**src/rtl/zx_ps2_matrix.sv**
```systemverilog
`default_nettype none
// +----------------------------------------------------------------------------+
// | Module      : zx_ps2_matrix                                                |
// | Description : PS/2 set-2 keyboard receiver that maintains a 40-key ZX      |
// |               Spectrum matrix (8 half-rows x 5 keys) read through xFE.     |
// | Revision    : 1.0  initial release                                         |
// +----------------------------------------------------------------------------+
// | Ports                                                                      |
// |   clk        in   14 MHz system clock                                      |
// |   reset      in   asynchronous active-low reset                            |
// |   ps2_clk    in   raw PS/2 clock (asynchronous)                            |
// |   ps2_data   in   raw PS/2 data  (asynchronous)                            |
// |   zx_kb_scan in   CPU A[15:8], a 0 bit selects that half-row               |
// |   zx_kb_out  out  active-low key bits of the selected half-row(s)          |
// |   k_joy      out  Kempston state: 0 right, 1 left, 2 down, 3 up, 4 fire   |
// |   res_k      out  one-clk pulse on Ctrl+Alt+Del                            |
// |   frame_err  out  one-clk pulse on a rejected frame                        |
// | Build option                                                               |
// |   ZX_KEMPSTON_EN : arrows/RAlt drive k_joy instead of CS+5..8 composites   |
// +----------------------------------------------------------------------------+
module zx_ps2_matrix #(
    parameter int FILTER_LEN  = 8,
    parameter int TIMEOUT_CYC = 28000
) (
    input  logic       clk,
    input  logic       reset,
    input  logic       ps2_clk,
    input  logic       ps2_data,
    input  logic [7:0] zx_kb_scan,
    output logic [4:0] zx_kb_out,
    output logic [4:0] k_joy,
    output logic       res_k,
    output logic       frame_err
);
    localparam int FW = (FILTER_LEN > 1) ? $clog2(FILTER_LEN) : 1;
    localparam int TW = $clog2(TIMEOUT_CYC + 1);
    localparam logic [FW-1:0] C_FLT_LAST = FW'(FILTER_LEN - 1);
    localparam logic [TW-1:0] C_TO_LAST  = TW'(TIMEOUT_CYC - 1);

    // Key sources: 0..39 are matrix positions (row*5 + bit), the rest are
    // sources that feed composite keys or modifier tracking.
    localparam int SRC_LCTRL = 40;
    localparam int SRC_BKSP  = 41;
    localparam int SRC_RIGHT = 42;
    localparam int SRC_LEFT  = 43;
    localparam int SRC_DOWN  = 44;
    localparam int SRC_UP    = 45;
    localparam int SRC_RALT  = 46;
    localparam int SRC_LALT  = 47;
    localparam int SRC_RCTRL = 48;
    localparam int SRC_DEL   = 49;
    localparam int NSRC      = 50;

    typedef enum logic [1:0] {S_IDLE, S_DATA, S_PARITY, S_STOP} state_t;

    // ------------------------------------------------------------------ sync
    logic [1:0]    clk_sync_q, dat_sync_q;
    logic          flt_q;
    logic [FW-1:0] flt_cnt_q;
    logic          w_differ, w_fall, w_bit;

    always_ff @(posedge clk or negedge reset) begin
        if (!reset) begin
            clk_sync_q <= 2'b11;
            dat_sync_q <= 2'b11;
        end else begin
            clk_sync_q <= {clk_sync_q[0], ps2_clk};
            dat_sync_q <= {dat_sync_q[0], ps2_data};
        end
    end

    // The filtered clock flips only after FILTER_LEN consecutive samples
    // disagree with it; the flip cycle of a 1->0 change is the sample point.
    assign w_differ = clk_sync_q[1] ^ flt_q;
    assign w_fall   = w_differ && (flt_cnt_q == C_FLT_LAST) && flt_q;
    assign w_bit    = dat_sync_q[1];

    always_ff @(posedge clk or negedge reset) begin
        if (!reset) begin
            flt_q     <= 1'b1;
            flt_cnt_q <= '0;
        end else if (!w_differ) begin
            flt_cnt_q <= '0;
        end else if (flt_cnt_q == C_FLT_LAST) begin
            flt_q     <= ~flt_q;
            flt_cnt_q <= '0;
        end else begin
            flt_cnt_q <= flt_cnt_q + 1'b1;
        end
    end

    // -------------------------------------------------------------- receiver
    state_t        state_q, state_d;
    logic [7:0]    shift_q;
    logic [2:0]    bitcnt_q;
    logic          par_q;
    logic [TW-1:0] to_cnt_q;
    logic          w_timeout, w_stop_edge, w_good, w_bad;

    assign w_timeout   = (state_q != S_IDLE) && !w_fall && (to_cnt_q == C_TO_LAST);
    assign w_stop_edge = w_fall && (state_q == S_STOP);
    assign w_good      = w_stop_edge && w_bit && (^{shift_q, par_q});
    assign w_bad       = w_stop_edge && !(w_bit && (^{shift_q, par_q}));

    always_ff @(posedge clk or negedge reset) begin
        if (!reset) state_q <= S_IDLE;
        else        state_q <= state_d;
    end

    always_comb begin
        state_d = state_q;
        if (w_timeout) begin
            state_d = S_IDLE;
        end else if (w_fall) begin
            case (state_q)
                S_IDLE:   if (!w_bit) state_d = S_DATA;
                S_DATA:   if (bitcnt_q == 3'd7) state_d = S_PARITY;
                S_PARITY: state_d = S_STOP;
                default:  state_d = S_IDLE;
            endcase
        end
    end

    always_ff @(posedge clk or negedge reset) begin
        if (!reset) begin
            shift_q  <= '0;
            bitcnt_q <= '0;
            par_q    <= 1'b0;
            to_cnt_q <= '0;
        end else begin
            if (state_q == S_IDLE || w_fall) to_cnt_q <= '0;
            else if (to_cnt_q != C_TO_LAST)  to_cnt_q <= to_cnt_q + 1'b1;
            if (w_fall) begin
                case (state_q)
                    S_IDLE:   bitcnt_q <= '0;
                    S_DATA: begin
                        shift_q  <= {w_bit, shift_q[7:1]};
                        bitcnt_q <= bitcnt_q + 3'd1;
                    end
                    S_PARITY: par_q <= w_bit;
                    default:  ;
                endcase
            end
        end
    end

    // --------------------------------------------------------------- decoder
    // Returns {valid, source index} for a scan code.
    function automatic logic [6:0] map_code(input logic ext, input logic [7:0] code);
        logic [6:0] r;
        r = 7'd0;
        if (!ext) begin
            case (code)
                8'h12: r = {1'b1, 6'd0};  8'h1A: r = {1'b1, 6'd1};
                8'h22: r = {1'b1, 6'd2};  8'h21: r = {1'b1, 6'd3};
                8'h2A: r = {1'b1, 6'd4};  8'h1C: r = {1'b1, 6'd5};
                8'h1B: r = {1'b1, 6'd6};  8'h23: r = {1'b1, 6'd7};
                8'h2B: r = {1'b1, 6'd8};  8'h34: r = {1'b1, 6'd9};
                8'h15: r = {1'b1, 6'd10}; 8'h1D: r = {1'b1, 6'd11};
                8'h24: r = {1'b1, 6'd12}; 8'h2D: r = {1'b1, 6'd13};
                8'h2C: r = {1'b1, 6'd14}; 8'h16: r = {1'b1, 6'd15};
                8'h1E: r = {1'b1, 6'd16}; 8'h26: r = {1'b1, 6'd17};
                8'h25: r = {1'b1, 6'd18}; 8'h2E: r = {1'b1, 6'd19};
                8'h45: r = {1'b1, 6'd20}; 8'h46: r = {1'b1, 6'd21};
                8'h3E: r = {1'b1, 6'd22}; 8'h3D: r = {1'b1, 6'd23};
                8'h36: r = {1'b1, 6'd24}; 8'h4D: r = {1'b1, 6'd25};
                8'h44: r = {1'b1, 6'd26}; 8'h43: r = {1'b1, 6'd27};
                8'h3C: r = {1'b1, 6'd28}; 8'h35: r = {1'b1, 6'd29};
                8'h5A: r = {1'b1, 6'd30}; 8'h4B: r = {1'b1, 6'd31};
                8'h42: r = {1'b1, 6'd32}; 8'h3B: r = {1'b1, 6'd33};
                8'h33: r = {1'b1, 6'd34}; 8'h29: r = {1'b1, 6'd35};
                8'h59: r = {1'b1, 6'd36}; 8'h3A: r = {1'b1, 6'd37};
                8'h31: r = {1'b1, 6'd38}; 8'h32: r = {1'b1, 6'd39};
                8'h14: r = {1'b1, 6'(SRC_LCTRL)};
                8'h66: r = {1'b1, 6'(SRC_BKSP)};
                8'h11: r = {1'b1, 6'(SRC_LALT)};
                default: r = 7'd0;
            endcase
        end else begin
            case (code)
                8'h74: r = {1'b1, 6'(SRC_RIGHT)};
                8'h6B: r = {1'b1, 6'(SRC_LEFT)};
                8'h72: r = {1'b1, 6'(SRC_DOWN)};
                8'h75: r = {1'b1, 6'(SRC_UP)};
                8'h11: r = {1'b1, 6'(SRC_RALT)};
                8'h14: r = {1'b1, 6'(SRC_RCTRL)};
                8'h71: r = {1'b1, 6'(SRC_DEL)};
                default: r = 7'd0;
            endcase
        end
        return r;
    endfunction

    logic            ext_q, brk_q, res_k_q, frame_err_q;
    logic [NSRC-1:0] held_q, held_d;
    logic [6:0]      w_map;
    logic            w_prefix, w_res_fire;

    assign w_map      = map_code(ext_q, shift_q);
    assign w_prefix   = (shift_q == 8'hE0) || (shift_q == 8'hF0);
    // Delete make with Ctrl and Alt down; a held Delete (typematic) cannot refire.
    assign w_res_fire = w_good && !w_prefix && ext_q && !brk_q && (shift_q == 8'h71)
                        && !held_q[SRC_DEL]
                        && (held_q[SRC_LCTRL] || held_q[SRC_RCTRL])
                        && (held_q[SRC_LALT]  || held_q[SRC_RALT]);

    always_comb begin
        held_d = held_q;
        if (w_good && !w_prefix && w_map[6]) begin
            for (int i = 0; i < NSRC; i++) begin
                if (w_map[5:0] == 6'(i)) held_d[i] = ~brk_q;
            end
        end
    end

    always_ff @(posedge clk or negedge reset) begin
        if (!reset) begin
            ext_q       <= 1'b0;
            brk_q       <= 1'b0;
            held_q      <= '0;
            res_k_q     <= 1'b0;
            frame_err_q <= 1'b0;
        end else begin
            held_q      <= held_d;
            res_k_q     <= w_res_fire;
            frame_err_q <= w_bad;
            if (w_good) begin
                if (shift_q == 8'hE0) begin
                    ext_q <= 1'b1;
                end else if (shift_q == 8'hF0) begin
                    brk_q <= 1'b1;
                end else begin
                    ext_q <= 1'b0;
                    brk_q <= 1'b0;
                end
            end
        end
    end

    // ---------------------------------------------------------------- matrix
    logic [39:0] w_mtx;

    always_comb begin
        w_mtx     = held_q[39:0];
        w_mtx[36] = w_mtx[36] | held_q[SRC_LCTRL];   // SS
        w_mtx[0]  = w_mtx[0]  | held_q[SRC_BKSP];    // CS
        w_mtx[20] = w_mtx[20] | held_q[SRC_BKSP];    // 0
`ifndef ZX_KEMPSTON_EN
        w_mtx[0]  = w_mtx[0]  | (|held_q[SRC_UP:SRC_RIGHT]);
        w_mtx[22] = w_mtx[22] | held_q[SRC_RIGHT];   // 8
        w_mtx[19] = w_mtx[19] | held_q[SRC_LEFT];    // 5
        w_mtx[24] = w_mtx[24] | held_q[SRC_DOWN];    // 6
        w_mtx[23] = w_mtx[23] | held_q[SRC_UP];      // 7
`endif
    end

    always_comb begin
        zx_kb_out = 5'b11111;
        for (int r = 0; r < 8; r++) begin
            if (!zx_kb_scan[r]) zx_kb_out = zx_kb_out & ~w_mtx[r*5 +: 5];
        end
    end

`ifdef ZX_KEMPSTON_EN
    assign k_joy = held_q[SRC_RALT:SRC_RIGHT];
`else
    assign k_joy = 5'd0;
`endif

    assign res_k     = res_k_q;
    assign frame_err = frame_err_q;

endmodule
`default_nettype wire

```
**config.mk**
```make
export PLATFORM = sky130hd
export DESIGN_NAME = zx_ps2_matrix
export DESIGN_NICKNAME = d
export VERILOG_FILES = /design/src/rtl/zx_ps2_matrix.sv
export SDC_FILE = /design/constraint.sdc
export NUM_CORES = 1
export LEC_CHECK = 0
export ABC_CLOCK_PERIOD_IN_PS = 3700
export BUFFER_PORTS_ARGS = -buffer_cell sky130_fd_sc_hd__buf_4
export CORE_ASPECT_RATIO = 1.75
export CORE_UTILIZATION = 27
export CTS_CLUSTER_SIZE = 28
export DETAILED_ROUTE_END_ITERATION = 12
export GPL_TIMING_DRIVEN = 1
export HOLD_SLACK_MARGIN = 0.05
export SYNTH_ARGS = -nofsm -noshare
export SYNTH_HDL_FRONTEND = slang
export SYNTH_SLANG_ARGS = --single-unit
```
**constraint.sdc**
```tcl
create_clock -name clk -period 3.7 [get_ports clk]
set_input_delay 0.74 -clock clk [delete_from_list [all_inputs] [get_ports clk]]
set_output_delay 0.74 -clock clk [all_outputs]
set_load 0.005 [all_outputs]
```
**Yosys cells after proc, flatten, opt, wreduce, memory -nomap -nowiden**

Memories as Yosys holds them, arrays and structs flattened.
Index checks and enable logic that the tools add are counted.

- Reduce and logical (&&, ||, !) cells: 91
- Multiply operators: 0
- Bitwise operators: 27
- Muxes and demuxes: 24
- Add/subtract/negate cells: 3
- Equal/unequal tests: 68
- Shifts and indexed selects: 0
- Div/mod/pow operators: 0
- Magnitude comparators: 0

Operators with widths:

| operator | count |
|---|---|
| $reduce_and 2->1 | 56 |
| $eq 6x6->1 const B | 18 |
| $eq 6x5->1 const B | 16 |
| $pmux 7 s7 | 1 |
| $eq 6x4->1 const B | 8 |
| $eq 8x7->1 const B | 5 |
| $mux 5 | 8 |
| $not 5->5 | 8 |
| $and 5x5->5 | 7 |
| $mux 15 | 2 |
| $eq 6x3->1 const B | 4 |
| $logic_and 1x1->1 | 17 |
| $eq 8x5->1 const B | 2 |
| $eq 8x8->1 const B | 2 |
| $add 15x1->15 const B | 1 |
| $eq 15x15->1 const B | 1 |
| $ne 15x15->1 const B | 1 |
| $mux 7 | 2 |
| $eq 6x2->1 const B | 2 |
| $reduce_xor 9->1 | 1 |
| $mux 2 | 4 |
| $or 1x1->1 | 8 |
| $reduce_bool 2->1 | 4 |
| $add 3x1->3 const B | 2 |
| 18 further kinds | 33 |

- Bits of input ports: 12
- Register bits: 91
- Output and inout bits: 12
- Latch bits: 0
- Memory bits (writable): 0
- ROM bits: 896
- Memories: 1
- Word-level logic and storage cells: 277

Memories:

| name | words | width | read ports | clocked after Yosys merged registers in | wr ports | line | text |
|---|---|---|---|---|---|---|---|
| (no name shown) | 128 | 7 | 1 | 0 | 0 | 153 | `case (code)` |

**Logic depth before layout (Yosys ltp)**

Gate-level depths: netlist of run 1.

- Depth in word-level cells: 18
- Gate-level depth with buffers: 14
- Depth with buffers taken out: 9

**Worst setup path after synthesis of run 1**

No wires, ideal clock.

- Kind: reg2reg
- Start point: register shift_q[0]
- End point: register held_q[10]
- Clock period less this slack: 3.164 ns
- Library setup time: 0.080 ns
- Path buffers: 3
- Path slack: 0.536 ns
- Data required time: 3.620 ns
- Cell stages (with the launch flop): 12
- Data arrival time: 3.084 ns
- Cell sequence: dfrtp_1 > clkbuf_1 > inv_1 > ha_1 > clkbuf_1 > mux4_1 > a32o_1 > o31ai_1 > nand2_1 > clkbuf_1 > nor4_1 > mux2i_1

- Word-level cells in the longest chain between the ends: 6
- Elaborated cells between the ends (all ways): 21
- Those cells by class: eq/ne: 10; mux: 3; reduce/logical: 7; memory: 1

RTL lines:

| element | line | text |
|---|---|---|
| start: declaration | 94 | `logic [7:0] shift_q;` |
| start signal: assignment | 137 | `shift_q <= {w_bit, shift_q[7:1]};` |
| parallel branches: the longest is 5 deep, another holds $mem_v2 128x7 | -- |  |
| $reduce_and 2->1 (no line) * | -- |  |
| end signal: assignment | 224 | `held_q <= held_d;` |
| end: declaration | 195 | `logic [NSRC-1:0] held_q, held_d;` |

Mark *: on every way between the ends.
A chain may end at the register's enable or synchronous reset.

**Worst setup path after layout of run 1**

- Start point: register shift_q[0]
- End point: register held_q[43]

- Word-level cells in the longest chain between the ends: 6
- Elaborated cells between the ends (all ways): 21
- Those cells by class: eq/ne: 10; mux: 3; reduce/logical: 7; memory: 1

RTL lines:

| element |
|---|
| parallel branches: the longest is 5 deep, another holds $mem_v2 128x7 |
| $reduce_and 2->1 (no line) * |

Marks and branches as above.

==> impl_metrics.toml, run 1 <==
[outcome]
status = "finished clean"

[synthesis]
yosysMostFrequentCell = "dfrtp_1"
synth_edf_count = 0
yosys-top-cells-area = "dfrtp_1 37%, mux2i_1 5.0%, ha_1 3.7%"
synth_async_sr_flop_share_pct = 100
ys.warnings.count = 0
ys_types = 80
synth_seq_cells = 91
syn_inst = 613
yosysTopAreaCell = "dfrtp_1"
yosys_most_used_dff = "dfrtp_1"
syn_area_per_cell_sq_um = 9.46
ys_top_cells_by_count = "86 x dfrtp_1, 42 x inv_1, 41 x nor2_1, 34 x nand2_1, 29 x mux2i_1"
synth_area_sq_um = 5800
synth_top_area_share_pct = 37.1
ys_seq_area_share_pct = 39.4

[layout]
fin_nets = 652
drive_above_1_share_pct = 14.3
finalNonFillerCells = 880
design_area_sq_um = 6570
fillCellCount = 2203
multi_input_area_sq_um = 3080
antennaDiodeCount = 0
finish.utilization_pct = 31.2
regArea_sq_um = 2280
area_delta_synth_final_pct = 13.2

[cts]
postCtsSetupBuffers = 0
cts.path.max_buffers = 2
htree_num_levels = 3
clock-sinks = 91
root_buffer = "clkbuf_16"
cts_made_buffers = 9
cts.reportedPaths.clkPinSlew_ns = 0.06
hold_buffers = 0
cts_tree = "yes"
cts_resized = 0
worstSkewPairLatency_ns = 0.34

[critical_path]
cp.required_ns = 3.95
rrSetupSlack_ns = 0.17
worst-path-max-fanout = 11
critical_path_class = "reg -> reg"
crit_start = "shift_q[0]"
r2r-start = "shift_q[0]"
startpoint_type = "flip-flop"
critPathArrivalTime_ns = 3.78
worstSetupEndpointType = "flip-flop"

[power]
power.leakage_nw = 2.62
p_sw_mw = 0.455
pwr-share-comb_pct = 3.5
powerDensity_nw_per_um2 = 333
p_total_mw = 2.18
switching_share_pct = 20.8
p_int_mw = 1.73
pwr-share-clk_pct = 49.2
seq_power_share_pct = 47.2
peakVddDrop_mv = 0.400

[floorplan]
die_height_um = 196
dieArea_sq_um = 22100
initial_utilization_pct = 27.6
rows = 70
die-width_um = 113
core_area_sq_um = 21000
top_level_ports = 24

[placed_design]
dpl.hpwl_um = 11500
port-buffer-count = 18
dp_cells = 864
place_ws_ns = 0.190
gp_congestion = 0.921
place_area_sq_um = 6210

[routing]
wl_per_cell_um = 18.2
route.vias.total = 4855
vias_per_cell = 5.52
dr.pass1.iters = 5
postRouteAntennaNets = 0
drc = 0
first_iter_violations = 270
wirelength_um = 16000

[run]
maxCapViolations = 0

[timing]
rsz0062_at_grt = "false"
slew_violations = 0
max-slew-margin-rel_pct = 38.4
totalNegativeSetupSlack_ns = 0
finalCriticalPeriod_ns = 3.53
worst_pin_slew_ns = 0.924
whs_ns = 0.359
hold_violations = 0
skew_ns = 0.00802
setup_ws_ns = 0.171
fmax_mhz = 283
setup_viol = 0
finalCritPeriodShare_pct = 95.4

[hold_path]
hp-class = "reg -> reg"
worstHoldStart = "dat_sync_q[0]"

[global_routing]
overflow = 0
grt_pass1_vias = 4884
grtUsageTotal_pct = 14.7
antenna_found_initial = 0
grt_first_pass_wirelength_um = 25700
grt_max_degree = 75
[power by group through the flow]
stage / logic, mW / clock network (mW) / registers [mW]
global placement: 0.0772 / 0 / 1.05
global route: 0.0857 / 1.13 / 1.03
detailed placement: 0.0794 / 0 / 1.05
floorplan: 0.0370 / 0 / 1.05
CTS: 0.0794 / 1.09 / 1.03
finish: 0.0768 / 1.08 / 1.03
[worst max-delay path: stages (launching register included)]
cell and delay (ns):
dfrtp_1 0.44, inv_1 0.14, ha_1 0.41, nand2b_1 0.13, a2111oi_0 0.66, buf_4 0.22, a32o_1 0.14, o31a_1 0.16
buf_4 0.13, nand2_1 0.28, nor4_1 0.47, mux2i_1 0.26
[area by class of cell]
cell class / count / area share (%)
Clock buffer: 10 / 3.64
Sequential cell: 91 / 34.8
Multi-Input combinational cell: 430 / 46.9
Tap cell: 252 / 4.80
Timing Repair Buffer: 49 / 5.79
Inverter: 42 / 2.40
Clock inverter: 6 / 1.72
[path summary, 6_finish.rpt]
path                       depth (start not counted)             to
max                                               11     held_q[43]
min                                                0  dat_sync_q[1]
max reg2reg                                       11     held_q[43]
min reg2reg                                        0  dat_sync_q[1]
max in group asynchronous                          2     shift_q[0]
min in group asynchronous                          1     held_q[10]
[registers in the layout, indices dropped and copies added (netlist names)]
register and count:
dat_sync_q 2, state_q 2, shift_q 8, flt_q 1, clk_sync_q 2, ext_q 1, flt_cnt_q 3, res_k 1
bitcnt_q 3, par_q 1, to_cnt_q 15, held_q 50, brk_q 1, frame_err 1
[cells in the final DEF (no fill, tap or decap), types with 4 or more instances in the layout]
master / n
dfrtp_1: 86
buf_4: 48
inv_1: 42
nor2_1: 41
nand2_1: 34
mux2i_1: 29
o31ai_1: 26
o41ai_1: 24
o21ai_0: 19
nor3_1: 17
nor4_1: 17
a21oi_1: 17
ha_1: 17
nand2b_1: 12
xnor2_1: 11
xor2_1: 11
o22ai_1: 10
nand3_1: 10
nor2b_1: 9
o2111ai_1: 9
clkbuf_16: 9
mux2_2: 7
and3_1: 6
a31oi_1: 6
or3_1: 6
o211a_1: 5
conb_1: 5
dfstp_2: 5
nor3b_1: 4
nand4_1: 4
nor4b_1: 4
a32o_1: 4
[layer usage]
metal / up-vias / track usage, % / part of all wire [%]
li1: 2284 / - / -
met1: 2350 / 16.0 / 38
met2: 155 / 25.7 / 52
met3: 66 / 1.85 / 3.6
met4: 0 / 11.7 / 6.9
met5: - / 0 / 0
[logic make-up (layout without fill, tap and decap cells)]
group                      after synthesis  after routing  synth area share (%)
AOI/OAI and AO/OA                      156            156                  20.2
adders and majority gates               17             17                  3.67
xor gates and xnor gates                22             22                  3.32
muxes                                   37             37                  6.81
and+or+nand+nor                        193            193                  18.6
buffers and inverters                   96            107                  7.98
other                                    1              5                0.0646
DFF                                     91             91                  39.4
Power figures use the tool's default switching activity.
==> inputs of run 2 (changes only) <==
--- a/config.mk
+++ b/config.mk
@@ -9,6 +9,7 @@
 export BUFFER_PORTS_ARGS = -buffer_cell sky130_fd_sc_hd__buf_4
 export CORE_ASPECT_RATIO = 1.75
 export CORE_UTILIZATION = 27
+export CTS_BUF_LIST = sky130_fd_sc_hd__clkbuf_16
 export CTS_CLUSTER_SIZE = 28
 export DETAILED_ROUTE_END_ITERATION = 12
 export GPL_TIMING_DRIVEN = 1
==> impl_metrics.toml, run 2 (synthesized netlist as in run 1, its figures left out) <==
[layout]
top_register = "held_q"
finalNonFillerCells = 880
antennaDiodeCount = 0
fin_nets = 652
mostFrequentLayoutCells = "86 x dfrtp_1, 48 x buf_4, 42 x inv_1"
layout_commonest_cell = "dfrtp_1"
fillCellCount = 2204
design_area_sq_um = 6550
finish.utilization_pct = 31.2
reg_top3 = "held_q x50, to_cnt_q x15, shift_q x8"
area_delta_synth_final_pct = 12.9
drive_above_1_share_pct = 14.2
largest_reg_flops = 50

[global_routing]
grt_max_degree = 75
overflow = 0
grt_first_pass_wirelength_um = 25800
grtUsageTotal_pct = 14.8
grt_pass1_vias = 4898
antenna_found_initial = 0

[cts]
worstSkewPairLatency_ns = 0.35
root_buffer = "clkbuf_16"
clock-sinks = 91
postCtsSetupBuffers = 0
cts.path.max_buffers = 2
cts_made_buffers = 9
cts_tree = "yes"
htree_num_levels = 3
cts.reportedPaths.clkPinSlew_ns = 0.06
hold_buffers = 0

[power]
p_total_mw = 2.17
powerDensity_nw_per_um2 = 331
peakVddDrop_mv = 0.341
power.leakage_nw = 2.61

[timing]
slew_violations = 0
rsz0062_at_grt = "false"
finalCriticalPeriod_ns = 3.47
setup_ws_ns = 0.226
hold_violations = 0
worst_pin_slew_ns = 0.896
setup_viol = 0
finalCritPeriodShare_pct = 93.9
whs_ns = 0.359
max-slew-margin-rel_pct = 40.2
totalNegativeSetupSlack_ns = 0
fmax_mhz = 288
skew_ns = 0.00882

[placed_design]
gp_congestion = 0.921
port-buffer-count = 18
place_ws_ns = 0.190
dpl.hpwl_um = 11500
dp_cells = 864
place_area_sq_um = 6210

[floorplan]
dieArea_sq_um = 22100
top_level_ports = 24
initial_utilization_pct = 27.6
core_area_sq_um = 21000
die_height_um = 196
rows = 70
die-width_um = 113

[routing]
dr.pass1.iters = 5
drc = 0
first_iter_violations = 274
wirelength_um = 16000
route.vias.total = 4872
wl_per_cell_um = 18.2
postRouteAntennaNets = 0
vias_per_cell = 5.54

[hold_path]
hp-class = "reg -> reg"

[critical_path]
cp.required_ns = 3.96
critical_path_class = "reg -> reg"
startpoint_type = "flip-flop"
critPathArrivalTime_ns = 3.73
worst-path-max-fanout = 11
worstSetupEndpointType = "flip-flop"

[outcome]
status = "finished clean"

[run]
maxCapViolations = 0
-- run 2: cell types whose count changed in the layout (fill, tap and decap cells not counted) --
cell      delta
nand2_2      +1
nand2_1      -1
o22ai_1      +1
clkbuf_8     -1
clkinv_1     +1
o22ai_2      -1
-- run 2: power breakdown --
group	switching, mW	internal (mW)	leakage, nW
clock	0.400	0.659	0.167
combinational	0.0471	0.0296	1.19
sequential	0.0122	1.02	1.25
-- run 2: area by class of cell --
class | instances | area (sq um) | area share [%]
multi-input cells | 430 | 3070 | 46.9
flip-flops and latches | 91 | 2280 | 34.9
repair buffers | 49 | 380 | 5.81
well taps | 252 | 315 | 4.81
clock buffers | 9 | 225 | 3.44
inverters | 42 | 158 | 2.41
clock inverters | 7 | 116 | 1.78
-- run 2: final timing paths --
kind / from / to / slack, ns / cells after the start
max in group asynchronous: reset / bitcnt_q[2] / 2.48 / 2
min: dat_sync_q[0] / dat_sync_q[1] / 0.36 / 0
max: shift_q[1] / held_q[43] / 0.23 / 9
min reg2reg: dat_sync_q[0] / dat_sync_q[1] / 0.36 / 0
min in group asynchronous: reset / held_q[10] / 0.43 / 1
max reg2reg: shift_q[1] / held_q[43] / 0.23 / 9
-- run 2: timing repair --
action,4_1_cts,5_1_grt
gates resized for setup,0,1
endpoints found under the setup margin,0,4
hold endpoints to repair,0,0
-- run 2: layer usage --
metal	global-route usage (%)	part of all wire, %
met1	16.1	38
met5	0	0
met3	1.82	3.3
met2	25.5	51
met4	12.3	6.8
-- run 2: critical path, stage by stage (launching register included) --
cell       delay, ns
dfrtp_1         0.38
inv_1           0.14
ha_1            0.41
or3b_2          0.51
o21ai_1         0.28
nand4bb_1       0.13
o22ai_1         0.50
nand2_2         0.34
nor4_1          0.44
mux2i_1         0.25
